`src/rtl/wshb_arbiter_2m.sv`:
```
// -----------------------------------------------------------------------------
// wshb_arbiter_2m
//   Two-master, one-slave Wishbone arbiter in front of the SDRAM slave port.
//   Master 0 is the video stream reader and master 1 is a generic writer.
//   The grant is registered and round-robin. Once given, it is held for the
//   whole Wishbone cycle (cyc high), so there is no preemption.
//
//   Optional feature: define WSHB_ARB_TIMEOUT_EN to add a stall watchdog. When
//   a granted master keeps stb high for TIMEOUT cycles with no ack/err/rty, it
//   gets a one-cycle err, slave stb is masked for that cycle, and timeout_evt
//   pulses. Without the macro there is no counter and timeout_evt is tied 0.
//
// Ports
//   sys_clk, sys_rst     : 100 MHz system clock, asynchronous active-high reset
//   wshb_ifs0_*          : slave-side port facing master 0 (video reader)
//   wshb_ifs1_*          : slave-side port facing master 1 (writer)
//   wshb_ifm_*           : master-side port towards the SDRAM slave
//   gnt                  : one-hot registered grant (01 = m0, 10 = m1, 00 = none)
//   timeout_evt          : one-cycle watchdog pulse
// -----------------------------------------------------------------------------
module wshb_arbiter_2m #(
  parameter int TIMEOUT = 1024
) (
  input  logic        sys_clk,
  input  logic        sys_rst,
  // port facing master 0
  input  logic        wshb_ifs0_cyc,
  input  logic        wshb_ifs0_stb,
  input  logic        wshb_ifs0_we,
  input  logic [31:0] wshb_ifs0_adr,
  input  logic [31:0] wshb_ifs0_dat_ms,
  input  logic [3:0]  wshb_ifs0_sel,
  input  logic [2:0]  wshb_ifs0_cti,
  input  logic [1:0]  wshb_ifs0_bte,
  output logic [31:0] wshb_ifs0_dat_sm,
  output logic        wshb_ifs0_ack,
  output logic        wshb_ifs0_err,
  output logic        wshb_ifs0_rty,
  // port facing master 1
  input  logic        wshb_ifs1_cyc,
  input  logic        wshb_ifs1_stb,
  input  logic        wshb_ifs1_we,
  input  logic [31:0] wshb_ifs1_adr,
  input  logic [31:0] wshb_ifs1_dat_ms,
  input  logic [3:0]  wshb_ifs1_sel,
  input  logic [2:0]  wshb_ifs1_cti,
  input  logic [1:0]  wshb_ifs1_bte,
  output logic [31:0] wshb_ifs1_dat_sm,
  output logic        wshb_ifs1_ack,
  output logic        wshb_ifs1_err,
  output logic        wshb_ifs1_rty,
  // port to the SDRAM slave
  output logic        wshb_ifm_cyc,
  output logic        wshb_ifm_stb,
  output logic        wshb_ifm_we,
  output logic [31:0] wshb_ifm_adr,
  output logic [31:0] wshb_ifm_dat_ms,
  output logic [3:0]  wshb_ifm_sel,
  output logic [2:0]  wshb_ifm_cti,
  output logic [1:0]  wshb_ifm_bte,
  input  logic [31:0] wshb_ifm_dat_sm,
  input  logic        wshb_ifm_ack,
  input  logic        wshb_ifm_err,
  input  logic        wshb_ifm_rty,
  // status
  output logic [1:0]  gnt,
  output logic        timeout_evt
);

  typedef enum logic [1:0] {
    IDLE = 2'd0,
    GNT0 = 2'd1,
    GNT1 = 2'd2
  } state_t;

  // Everything a master drives towards the slave, bundled so the grant mux is
  // a single assignment.
  typedef struct packed {
    logic        cyc;
    logic        stb;
    logic        we;
    logic [31:0] adr;
    logic [31:0] dat_ms;
    logic [3:0]  sel;
    logic [2:0]  cti;
    logic [1:0]  bte;
  } wb_req_t;

  state_t  state;
  logic    last;      // master served most recently; the other wins a tie
  wb_req_t req0;
  wb_req_t req1;
  wb_req_t req_g;     // request of the granted master, all zero when idle
  logic    fire;      // watchdog firing this cycle
  logic    rsp_ack;
  logic    rsp_err;
  logic    rsp_rty;

  assign req0 = {wshb_ifs0_cyc, wshb_ifs0_stb, wshb_ifs0_we, wshb_ifs0_adr,
                 wshb_ifs0_dat_ms, wshb_ifs0_sel, wshb_ifs0_cti, wshb_ifs0_bte};
  assign req1 = {wshb_ifs1_cyc, wshb_ifs1_stb, wshb_ifs1_we, wshb_ifs1_adr,
                 wshb_ifs1_dat_ms, wshb_ifs1_sel, wshb_ifs1_cti, wshb_ifs1_bte};

  // ---------------------------------------------------------------------------
  // Arbitration FSM. gnt is updated with the state so it is always a
  // registered copy of it. Leaving a grant when the other master is already
  // waiting goes straight to the other grant: the cycle in which the owner
  // drops cyc is the handover gap, seen by the slave as cyc=0.
  // ---------------------------------------------------------------------------
  // NOTE: sequential state uses non-blocking assignments so every register
  // samples the pre-edge values, independent of statement order.
  always_ff @(posedge sys_clk or posedge sys_rst) begin
    if (sys_rst) begin
      state <= IDLE;
      last  <= 1'b1;
      gnt   <= 2'b00;
    end else begin
      unique case (state)
        IDLE: begin
          if (wshb_ifs0_cyc && (!wshb_ifs1_cyc || last)) begin
            state <= GNT0;
            gnt   <= 2'b01;
          end else if (wshb_ifs1_cyc) begin
            state <= GNT1;
            gnt   <= 2'b10;
          end
        end
        GNT0: begin
          if (!wshb_ifs0_cyc) begin
            last <= 1'b0;
            if (wshb_ifs1_cyc) begin
              state <= GNT1;
              gnt   <= 2'b10;
            end else begin
              state <= IDLE;
              gnt   <= 2'b00;
            end
          end
        end
        GNT1: begin
          if (!wshb_ifs1_cyc) begin
            last <= 1'b1;
            if (wshb_ifs0_cyc) begin
              state <= GNT0;
              gnt   <= 2'b01;
            end else begin
              state <= IDLE;
              gnt   <= 2'b00;
            end
          end
        end
        default: begin
          state <= IDLE;
          gnt   <= 2'b00;
        end
      endcase
    end
  end

  // ---------------------------------------------------------------------------
  // Grant mux. Driven from the state register, so an asserted reset clears
  // the slave-side outputs immediately without waiting for a clock edge.
  // ---------------------------------------------------------------------------
  // NOTE: every always_comb output gets a default first; a path that leaves
  // it unassigned would infer a latch.
  always_comb begin
    req_g = '0;
    unique case (state)
      GNT0:    req_g = req0;
      GNT1:    req_g = req1;
      default: req_g = '0;
    endcase
  end

  // stb is qualified by cyc so a master releasing with stb still high never
  // presents a strobe outside a cycle; the watchdog also masks it.
  assign wshb_ifm_cyc    = req_g.cyc;
  assign wshb_ifm_stb    = req_g.stb & req_g.cyc & ~fire;
  assign wshb_ifm_we     = req_g.we;
  assign wshb_ifm_adr    = req_g.adr;
  assign wshb_ifm_dat_ms = req_g.dat_ms;
  assign wshb_ifm_sel    = req_g.sel;
  assign wshb_ifm_cti    = req_g.cti;
  assign wshb_ifm_bte    = req_g.bte;

  // Responses only reach the owner, and only while it still holds cyc: an
  // ack arriving in the release cycle is discarded.
  assign rsp_ack = req_g.cyc & wshb_ifm_ack & ~fire;
  assign rsp_err = req_g.cyc & (wshb_ifm_err | fire);
  assign rsp_rty = req_g.cyc & wshb_ifm_rty & ~fire;

  assign wshb_ifs0_ack = (state == GNT0) & rsp_ack;
  assign wshb_ifs0_err = (state == GNT0) & rsp_err;
  assign wshb_ifs0_rty = (state == GNT0) & rsp_rty;
  assign wshb_ifs1_ack = (state == GNT1) & rsp_ack;
  assign wshb_ifs1_err = (state == GNT1) & rsp_err;
  assign wshb_ifs1_rty = (state == GNT1) & rsp_rty;

  // Read data is broadcast; only the owner receives a qualifying ack.
  assign wshb_ifs0_dat_sm = wshb_ifm_dat_sm;
  assign wshb_ifs1_dat_sm = wshb_ifm_dat_sm;

`ifdef WSHB_ARB_TIMEOUT_EN
  // ---------------------------------------------------------------------------
  // Stall watchdog. The counter holds the number of stb cycles already spent
  // waiting, so it fires on the TIMEOUT-th one. It is held at zero whenever no
  // granted cyc is present, which also clears it on entry to either grant
  // (including a direct GNT0 <-> GNT1 handover, whose gap cycle has cyc=0).
  // ---------------------------------------------------------------------------
  localparam int CNT_W = $clog2(TIMEOUT) + 1;

  logic [CNT_W-1:0] wd_cnt;

  assign fire        = req_g.cyc & req_g.stb & (wd_cnt == CNT_W'(TIMEOUT - 1));
  assign timeout_evt = fire;

  always_ff @(posedge sys_clk or posedge sys_rst) begin
    if (sys_rst) begin
      wd_cnt <= '0;
    end else if (!req_g.cyc || fire || wshb_ifm_ack || wshb_ifm_err || wshb_ifm_rty) begin
      wd_cnt <= '0;
    end else if (req_g.stb) begin
      wd_cnt <= wd_cnt + CNT_W'(1);
    end
  end
`else
  assign fire        = 1'b0;
  assign timeout_evt = 1'b0;
`endif

endmodule

```
`config.mk`:
```
export PLATFORM = sky130hd
export DESIGN_NAME = wshb_arbiter_2m
export DESIGN_NICKNAME = d
export VERILOG_FILES = /design/src/rtl/wshb_arbiter_2m.sv
export SDC_FILE = /design/constraint.sdc
export NUM_CORES = 1
export LEC_CHECK = 0
export ABC_CLOCK_PERIOD_IN_PS = 2700
export BUFFER_PORTS_ARGS = -buffer_cell sky130_fd_sc_hd__buf_2
export CAP_MARGIN = 20
export CORE_AREA = 5 5 129 131
export DETAILED_ROUTE_END_ITERATION = 10
export DIE_AREA = 0 0 134 136
export MAX_ROUTING_LAYER = met4
export PLACE_DENSITY = 0.46
export SLEW_MARGIN = 20
export SYNTH_ARGS = -nofsm -noshare
export SYNTH_HDL_FRONTEND = slang
export SYNTH_SLANG_ARGS = --single-unit
```
`constraint.sdc`:
```
create_clock -name sys_clk -period 2.7 [get_ports sys_clk]
set_input_delay 0.27 -clock sys_clk [delete_from_list [all_inputs] [get_ports sys_clk]]
set_output_delay 0.27 -clock sys_clk [all_outputs]
set_load 0.02 [all_outputs]
```
## Word-level counts from Yosys, hierarchy flattened

Cells that the tools add are included.

- Eq/ne operators: 5
- Multiplexer cells: 11
- Bitwise logic cells: 10
- Reduce and logical (&&, ||, !) cells: 7

Operator list:

| operator | number |
|---|---|
| one-hot mux 76 bit (2 select lines) | 1 |
| AND 1 bit | 10 |
| 2-to-1 mux 2 bit | 5 |
| one-hot mux 2 bit (3 select lines) | 1 |
| AND reduction 3 bit | 2 |
| inequality test 2 bit, second input constant | 2 |
| 2-to-1 mux 1 bit | 3 |
| inequality test 3 bit, second input constant | 1 |
| equality test 2 x 1 -> 1 bit, second input constant | 1 |
| equality test 2 bit, second input constant | 1 |
| logical NOT 2 bit | 1 |
| one-hot mux 1 bit (2 select lines) | 1 |
| nonzero test 2 bit | 1 |
| logical AND 1 bit | 1 |
| logical NOT 1 bit | 1 |
| logical OR 1 bit | 1 |

- Register bits after elaboration: 3
- Input bits: 189

## Logic depth before layout (Yosys ltp)

Gate-level depths: netlist of run 1.

- Word-level depth: 5
- Mapped depth: 8
- Gate-level depth less buffers: 5

## Worst setup path before layout of run 1

Ideal clock, no wire load.

- Kind: register -> output
- Start point: register state[0]
- End point: output wshb_ifm_stb
- Arrival time: 1.741 ns
- Setup slack: 0.689 ns
- Stages on the path, launching flop included: 6
- Path buffers: 1
- Cells stage by stage: dfrtp_1 inv_1 ha_1 buf_2 and2_1 nor2b_1

- Cells in the longest elaborated chain, start to end: 3

Ends and longest elaborated chain:

| what | RTL line | source |
|---|---|---|
| start, declared | 89 | `state_t state;` |
| start signal, assigned | 114 | `state <= IDLE;` |
| start signal, assigned | 121 | `state <= GNT0;` |
| start signal, assigned | 124 | `state <= GNT1;` |
| equality test 2 bit or equality test 2 x 1 -> 1 bit (tied branches) | 168 | `unique case (state)` |
| one-hot mux 76 bit (2 select lines) * | 168 |  |
| net wshb_ifm_cyc | 53 | `output logic wshb_ifm_cyc,` |
| AND 1 bit * | 178 | `assign wshb_ifm_stb = req_g.stb & req_g.cyc & ~fire;` |
| end, declared | 54 | `output logic wshb_ifm_stb,` |

Mark *: on every way through the listed nets, which the timed path passes. The rest lies on a longest branch.

## Worst setup path in the final report of run 1

- Start point: register state[1]
- End point: output wshb_ifm_dat_ms[12]

- Cells in the longest elaborated chain, start to end: 2

Ends and longest elaborated chain:

| what | RTL line | source |
|---|---|---|
| equality test 2 bit or equality test 2 x 1 -> 1 bit (tied branches) | 168 |  |
| one-hot mux 76 bit (2 select lines) * | 168 |  |
| end, declared | 57 | `output logic [31:0] wshb_ifm_dat_ms,` |

Every way passes the cells marked *; elsewhere a longest branch is shown, timed or not.

==> impl_results.md, run 1 <==
- Top Ports: 338
- Setup Viol. Count Final: 0
- Status: finished clean
- Mux cell area share after synthesis: 0%
- Min Tclk post-route: 2.24 ns
- CP required: 2.43 ns
- Synth top area cells: a22oi_1, buf_4, nor2b_1, ha_1, dfrtp_1
- Initial DRT Pass Iterations: 4
- Routed length per instance: 14.5 um
- Routed via count: 2521
- Cells on worst reg2reg path: 6
- CP Class: reg2out
- Hold Path End: state[1]
- Seq pwr share: 3.5%
- Max incr delay on CP: 0.64 ns
- Routability cong.: 0.730
- Post-synthesis compound-gate area fraction: 32.1%
- Hpwl dp: 7.39 mm
- Die W: 134 um
- Internal power: 1280 uW
- Pin count of the biggest net entering global routing: 56
- Top post-synthesis cells by count: a22oi_1, nor2b_1, buf_4
- Fill cells: 1782
- Post-synthesis xor/xnor area fraction: 0%
- Top sig layer: met4
- Setup crit end kind: output pin
- Worst IR Drop VDD: 0.000363 V
- Sw Ratio: 53.6%
- Post-Syn Instances: 279
- Post-CTS resize count: 0
- Worst R2R Setup Slack: 1.04 ns
- Hold path startpoint: wshb_ifs1_cyc
- Final setup margin: 0.457 ns
- Root buf cell: clkbuf_16
- Final TNS setup: 0 ns
- Cell Pwr Density: 930 nW/um2
- Max-slew violation count: 0
- Worst min path class: in2reg
- Core area: 15500 um2
- Syn avg cell area: 7.02 um2
- Starting Density: 12.6%
- Skew final: 0.000225 ns
- Min-Delay Path Depth: 2
- Drc violations: 0
- Post-synth top area share: 28.8%
- Worst path slowest cell: ha_2
- I/O Buffers: 240
- Site Rows: 46
- Routed wl met3: 722 um
- Reg2reg end: state[1]
- Initial antenna violation count: 0
- Synth Flop Type: dfrtp_1
- Top delay family on crit path: adder cells
- H-tree levels: 1
- Met2 routed WL: 4.85 mm
- Critical path arrival: 1.97 ns
- Die Ht: 136 um
- Maximum clock path buffer count: 2
- First-pass GRT wire length: 12.8 mm
- CP bufs+invs: 3
- Multi-input logic area: 1260 um2
- Clk sinks: 3
- Fin nets: 635
- Clock Latency Late Sink: 0.22 ns
- RR Startpoint: state[1]
- Post-Syn Area: 1960 um2
- GRT Resource Usage Total: 8.91%
- Die ar.: 18200 um2
- Vias in the first global route: 2591
- Post-synth ARST share: 100%
- Yosys reg bits: 3
- Clock power frac: 8.5%
- Synth area leader: a22oi_1
- Clock transition at path regs: 0.03 ns
- Library cells used by synthesis: 19
- Worst Path Max Fanout: 43
- Number of synthesized flops with an enable pin: 0
- Fin Hold WS: 0.402 ns
- Max-Cap Viols: 0
- CP startpoint kind: register
- Final wirelength: 9.15 mm
- Total power: 2750 uW
- Synth Area in Adders: 3.19%
- Mapped Nets: 473
- Reg area: 76.3 um2
- Simple-gate area share of the yosys netlist: 28.6%
- Antenna-violating nets left: 0
- Max Fclk: 0.446 GHz
- Hold Fails Final Rpt: 0
- Gate power share: 88.0%
- Layout cells sized above 1: 57.5%
- Crit path cell chain: inv_1, ha_2, buf_12, nor2b_1, buf_2
- Ant. Diodes: 0
- Initial detailed-routing violation count: 73
- Num CTS Buffers: 3
- RSZ-0062 raised after global routing: false
- M1 WL: 3.28 mm
- Crit share post-route: 83.1%
- DR vias/cell: 3.99
- Cell leakage power: 0.00153 uW
- Sequential share of the synthesized area: 3.90%
- Largest family of logic cells by synthesized area: compound AO/OA/AOI/OAI gates
- CTS tree: yes
- Psw: 1480 uW
- Pre-CTS setup slack: 0.669 ns
- Yosys warnings: 0
- Layout area overhead: 51.3%
- GR Overflow Total: 0
## worst max path at each step
stage                          end      from  slack (ns)  depth (start not counted)
2_1_floorplan         wshb_ifm_stb  state[0]        0.69                          5
3_3_place_gp         wshb_ifs1_rty  state[0]        0.66                          6
3_5_place_dp   wshb_ifm_dat_ms[13]  state[0]        0.67                          5
4_1_cts            wshb_ifm_bte[0]  state[0]        0.41                          5
5_1_grt        wshb_ifm_dat_ms[16]  state[0]        0.25                          5
6_report       wshb_ifm_dat_ms[12]  state[1]        0.46                          5
## through the flow
step	util [%]	cell area, um2	std cells
after floorplan	-	1960	279
after global placement	18.6	2870	627
after CTS	19.1	2960	632
after detailed placement	18.6	2870	627
after global routing	19.1	2960	632
final	19.1	2960	632
## cell families after synthesis
logic type,after synthesis
buffers and inverters,93
and+or+nand+nor,93
AOI/OAI and AO/OA,84
adders and majority gates,5
DFF,3
other,1
## layout by cell type (no fill, tap or decap), drive strengths merged
cell | netlist | layout
a21o | 3 | 3
a21oi | 3 | 3
a22o | 1 | 1
a22oi | 75 | 75
a32o | 2 | 2
and2 | 7 | 7
buf | 77 | 246
clkbuf | 13 | 4
conb | 1 | 1
dfrtp | 2 | 2
dfstp | 1 | 1
dlygate4sd3 | 0 | 1
ha | 5 | 5
inv | 3 | 3
nand2 | 3 | 3
nand2b | 2 | 2
nor2 | 6 | 6
nor2b | 75 | 75
## power by group through the flow
stage	Clock [uW]	Sequential, uW	Combinational, uW
after floorplan	0	105	1800
after global placement	0	94.5	2490
after detailed placement	0	95.1	2460
after CTS	240	94.7	2470
after global routing	247	100	2650
final	235	95.1	2420
## area by class of cell
class	instances	share of cell area, %
sequential	3	2.58
multi-input combinational	183	42.6
inverter	3	0.380
clock buffer	4	2.66
tap	192	8.11
timing repair buffer	247	43.7
## what timing repair did
item	in CTS	in global routing
endpoints found under the hold margin	2	0
hold buffers	1	0
setup buffers	0	0
## routing by layer
metal | vias up | GRT usage (%)
li1 | 1232 | -
met2 | 149 | 16.9
met5 | - | -
met1 | 1103 | 9.13
met3 | 37 | 1.26
met4 | 0 | 3.89
## flip-flops by register name (all words and copies together) (netlist names)
register	cells
last	1
state	2
Note: power is estimated with default switching activity, not from simulation.
==> run 2, diff against run 1 <==
ABC_AREA = 1   (was not set)
ABC_CLOCK_PERIOD_IN_PS = 2000   (was 2700)
CORE_AREA = 5 5 128 130   (was 5 5 129 131)
DIE_AREA = 0 0 133 135   (was 0 0 134 136)
PLACE_DENSITY = 0.48   (was 0.46)
clock period = 2 ns   (was 2.7 ns; I/O delays follow)
==> run 2 against run 1 <==
Utilization up 0.60 points. Die area decreased by 1.5%. Critical endpoint is now wshb_ifs0_err. Sequential share of layout area about the same.
==> impl_results.md, run 2 <==
- Cell with the most instances after synthesis: nand2_1
- Setup Viol. Count Final: 0 (unchanged)
- Synth top area cells: nand2_1, buf_4, a21oi_1, buf_2, ha_1
- Post-synth ARST share: 100% (unchanged)
- CP Class: reg2out
- Worst Path Max Fanout: 43 (unchanged)
- Top post-synthesis cells by count: nand2_1, a21oi_1, buf_4
- Max Fclk: 0.528 GHz
- Drc violations: 0 (unchanged)
- Clk sinks: 3 (unchanged)
- Layout cells sized above 1: 50.5% (-7.0 points)
- Worst R2R Setup Slack: 0.61 ns (-0.43 ns)
- Min Tclk post-route: 1.89 ns
- Yosys reg bits: 3 (unchanged)
- Worst path slowest cell: dfrtp_2
- Routed length per instance: 12.7 um (-12%)
- Fill cells: 1786 (+0.22%)
- Mapped Nets: 560 (+18%)
- Maximum clock path buffer count: 2 (unchanged)
- Max-Cap Viols: 0 (unchanged)
- Worst min path class: in2reg
- Routed via count: 2811 (+12%)
- Timing startpoint of the critical path: state[0]
- GR Overflow Total: 0 (unchanged)
- Routability cong.: 0.781 (+6.9%)
- Worst IR Drop VDD: 0.000861 V (+140%)
- Skew final: 0.000485 ns (+0.000261 ns)
- Initial antenna violation count: 0 (unchanged)
- Crit share post-route: 94.7%
- First-pass GRT wire length: 13.7 mm (+6.9%)
- Initial detailed-routing violation count: 71 (-2.7%)
- Cell Area, Placed: 2850 um2 (-0.83%)
- CTS tree: yes
- Sequential share of the synthesized area: 3.96% (+0.066 points)
- Commonest cells after routing, fill and taps aside: buf_2, nand2_1, a21oi_1
- Most common cell after layout, fill and taps aside: buf_2
- Layout area overhead: 54.1%
- Die ar.: 18000 um2 (-1.5%)
- Hold Fails Final Rpt: 0 (unchanged)
- Synth area leader: nand2_1
- Top Ports: 338 (unchanged)
- Die Ht: 135 um (-0.74%)
- Max FFs per register: 2 (unchanged)
- Yosys warnings: 0 (unchanged)
- Max-slew violation count: 0 (unchanged)
- Crit path cell chain: inv_1, ha_1, inv_2, buf_12, nor2_8, nand2_2, nor2_1, buf_2
- CP required: 1.80 ns (-0.63 ns)
- Hpwl dp: 7.81 mm (+5.6%)
- Post-synth top area share: 32.4% (+3.6 points)
- Starting Density: 12.8% (+0.16 points)
- Ant. Diodes: 0 (unchanged)
- Post-Syn Instances: 366 (+31%)
- Clock transition at path regs: 0.03 ns (about the same)
- GRT Resource Usage Total: 9.29% (+0.38 points)
- Hold path startpoint: wshb_ifs1_cyc
- Antenna-violating nets left: 0 (unchanged)
- Post-route design area: 2970 um2 (+0.13%)
- Syn avg cell area: 5.26 um2 (-25%)
- Root buf cell: clkbuf_16
- Vias in the first global route: 2801 (+8.1%)
- DR vias/cell: 3.92 (-1.7%)
- Post-Syn Area: 1930 um2 (-1.7%)
- Pin count of the biggest net entering global routing: 44 (-21%)
- Initial DRT Pass Iterations: 4 (unchanged)
- Most flops, register: state
- Largest regs: state: 2 flops, last: 1 flops
- Max incr delay on CP: 0.39 ns (-0.25 ns)
- Status: finished clean
- RR Startpoint: state[1]
- Core Util, Final: 19.7% (+0.60 points)
- Fin nets: 724 (+14%)
- Synth Flop Type: dfrtp_1
- Site Rows: 45 (-2.2%)
- Core area: 15000 um2 (-2.9%)
- Clock Latency Late Sink: 0.22 ns (about the same)
- Cell leakage power: 0.00161 uW (+5.3%)
- Library cells used by synthesis: 21 (+2)
- Cell Pwr Density: 1260 nW/um2 (+35%)
- Die W: 133 um (-0.75%)
- I/O Buffers: 240 (unchanged)
- H-tree levels: 1 (unchanged)
- Final wirelength: 9.14 mm (about the same)
- CP startpoint kind: register
- Critical path arrival: 1.69 ns (-0.28 ns)
- Num CTS Buffers: 3 (unchanged)
- Setup crit end kind: output pin
- Number of synthesized flops with an enable pin: 0 (unchanged)
==> run 2: cell count changes after synthesis, moves of 3 or more <==
| cell | previous run | this run |
|---|---|---|
| nand2_2 | 0 | 6 |
| a21o_1 | 3 | 0 |
| nor2b_1 | 75 | 0 |
| a21oi_1 | 3 | 74 |
| and2_1 | 7 | 0 |
| clkbuf_1 | 13 | 2 |
| buf_2 | 9 | 14 |
| nand2_1 | 3 | 166 |
| a22oi_1 | 75 | 0 |
| inv_1 | 3 | 6 |
==> run 2: cells by family (layout without fill, tap and decap cells) <==
group           count (synthesis)  after routing  synth area share, %
fa+ha+maj                       5              5                 3.25
flops                           3              3                 3.96
buf+inv                        98            261                 35.2
compound gates                 76             76                 19.9
other cells                     1              1                0.195
simple gates                  183            183                 37.6
==> run 2: worst paths after layout <==
check,endpoint,cells past startpoint
max,wshb_ifs0_err,8
max in group asynchronous,last,3
min reg2reg,last,2
min in group asynchronous,state[1],3
max reg2reg,last,6
min,last,4
==> run 2: through the flow <==
stage          power, uW  setup WS, ns  hold slack [ns]  instances  TNS (ns)
2_1_floorplan       2490         0.108          -0.0471        366         0
3_3_place_gp        3440         0.314           0.0731        711         0
3_5_place_dp        3420         0.281           0.0720        711         0
4_1_cts             3760        0.0332            0.316        716         0
5_1_grt             4070       -0.0349            0.342        717   -0.0454
6_report            3730         0.107            0.321        717         0
==> run 2: report_power, final <==
part           switching [uW]  leakage, uW  internal, uW
clock network            55.9    0.0000382           263
logic                    2200      0.00154          1090
registers                18.5    0.0000347          96.2
==> run 2: cell type report <==
class	count	area, um2	area share (%)
Timing Repair Buffer	249	1360	45.7
Sequential cell	3	77.6	2.61
Tap cell	188	235	7.93
Inverter	8	32.5	1.10
Multi-Input combinational cell	265	1190	40.0
Clock buffer	4	78.8	2.66
==> run 2: layer usage <==
metal  up-vias  global-route usage, %  part of all wire [%]
li1       1405                      -                     -
met1      1200                   9.88                    37
met2       178                   16.9                    50
met3        28                   2.50                    11
met4         0                   2.66                   2.0
met5         -                      -                     0
==> run 2: what timing repair did <==
item	4_1_cts	5_1_grt
hold buffers	1	0
setup buffers	0	1
hold endpoints to repair	2	0
resized for setup	0	7
setup endpoints to repair	0	10
==> run 2: critical path, delay by kind of cell, from the launching register on <==
family / cells / cell delay, ns
adders and majority gates: 1 / 0.30
DFF: 1 / 0.39
and+or+nand+nor: 3 / 0.29
buffers and inverters: 4 / 0.49
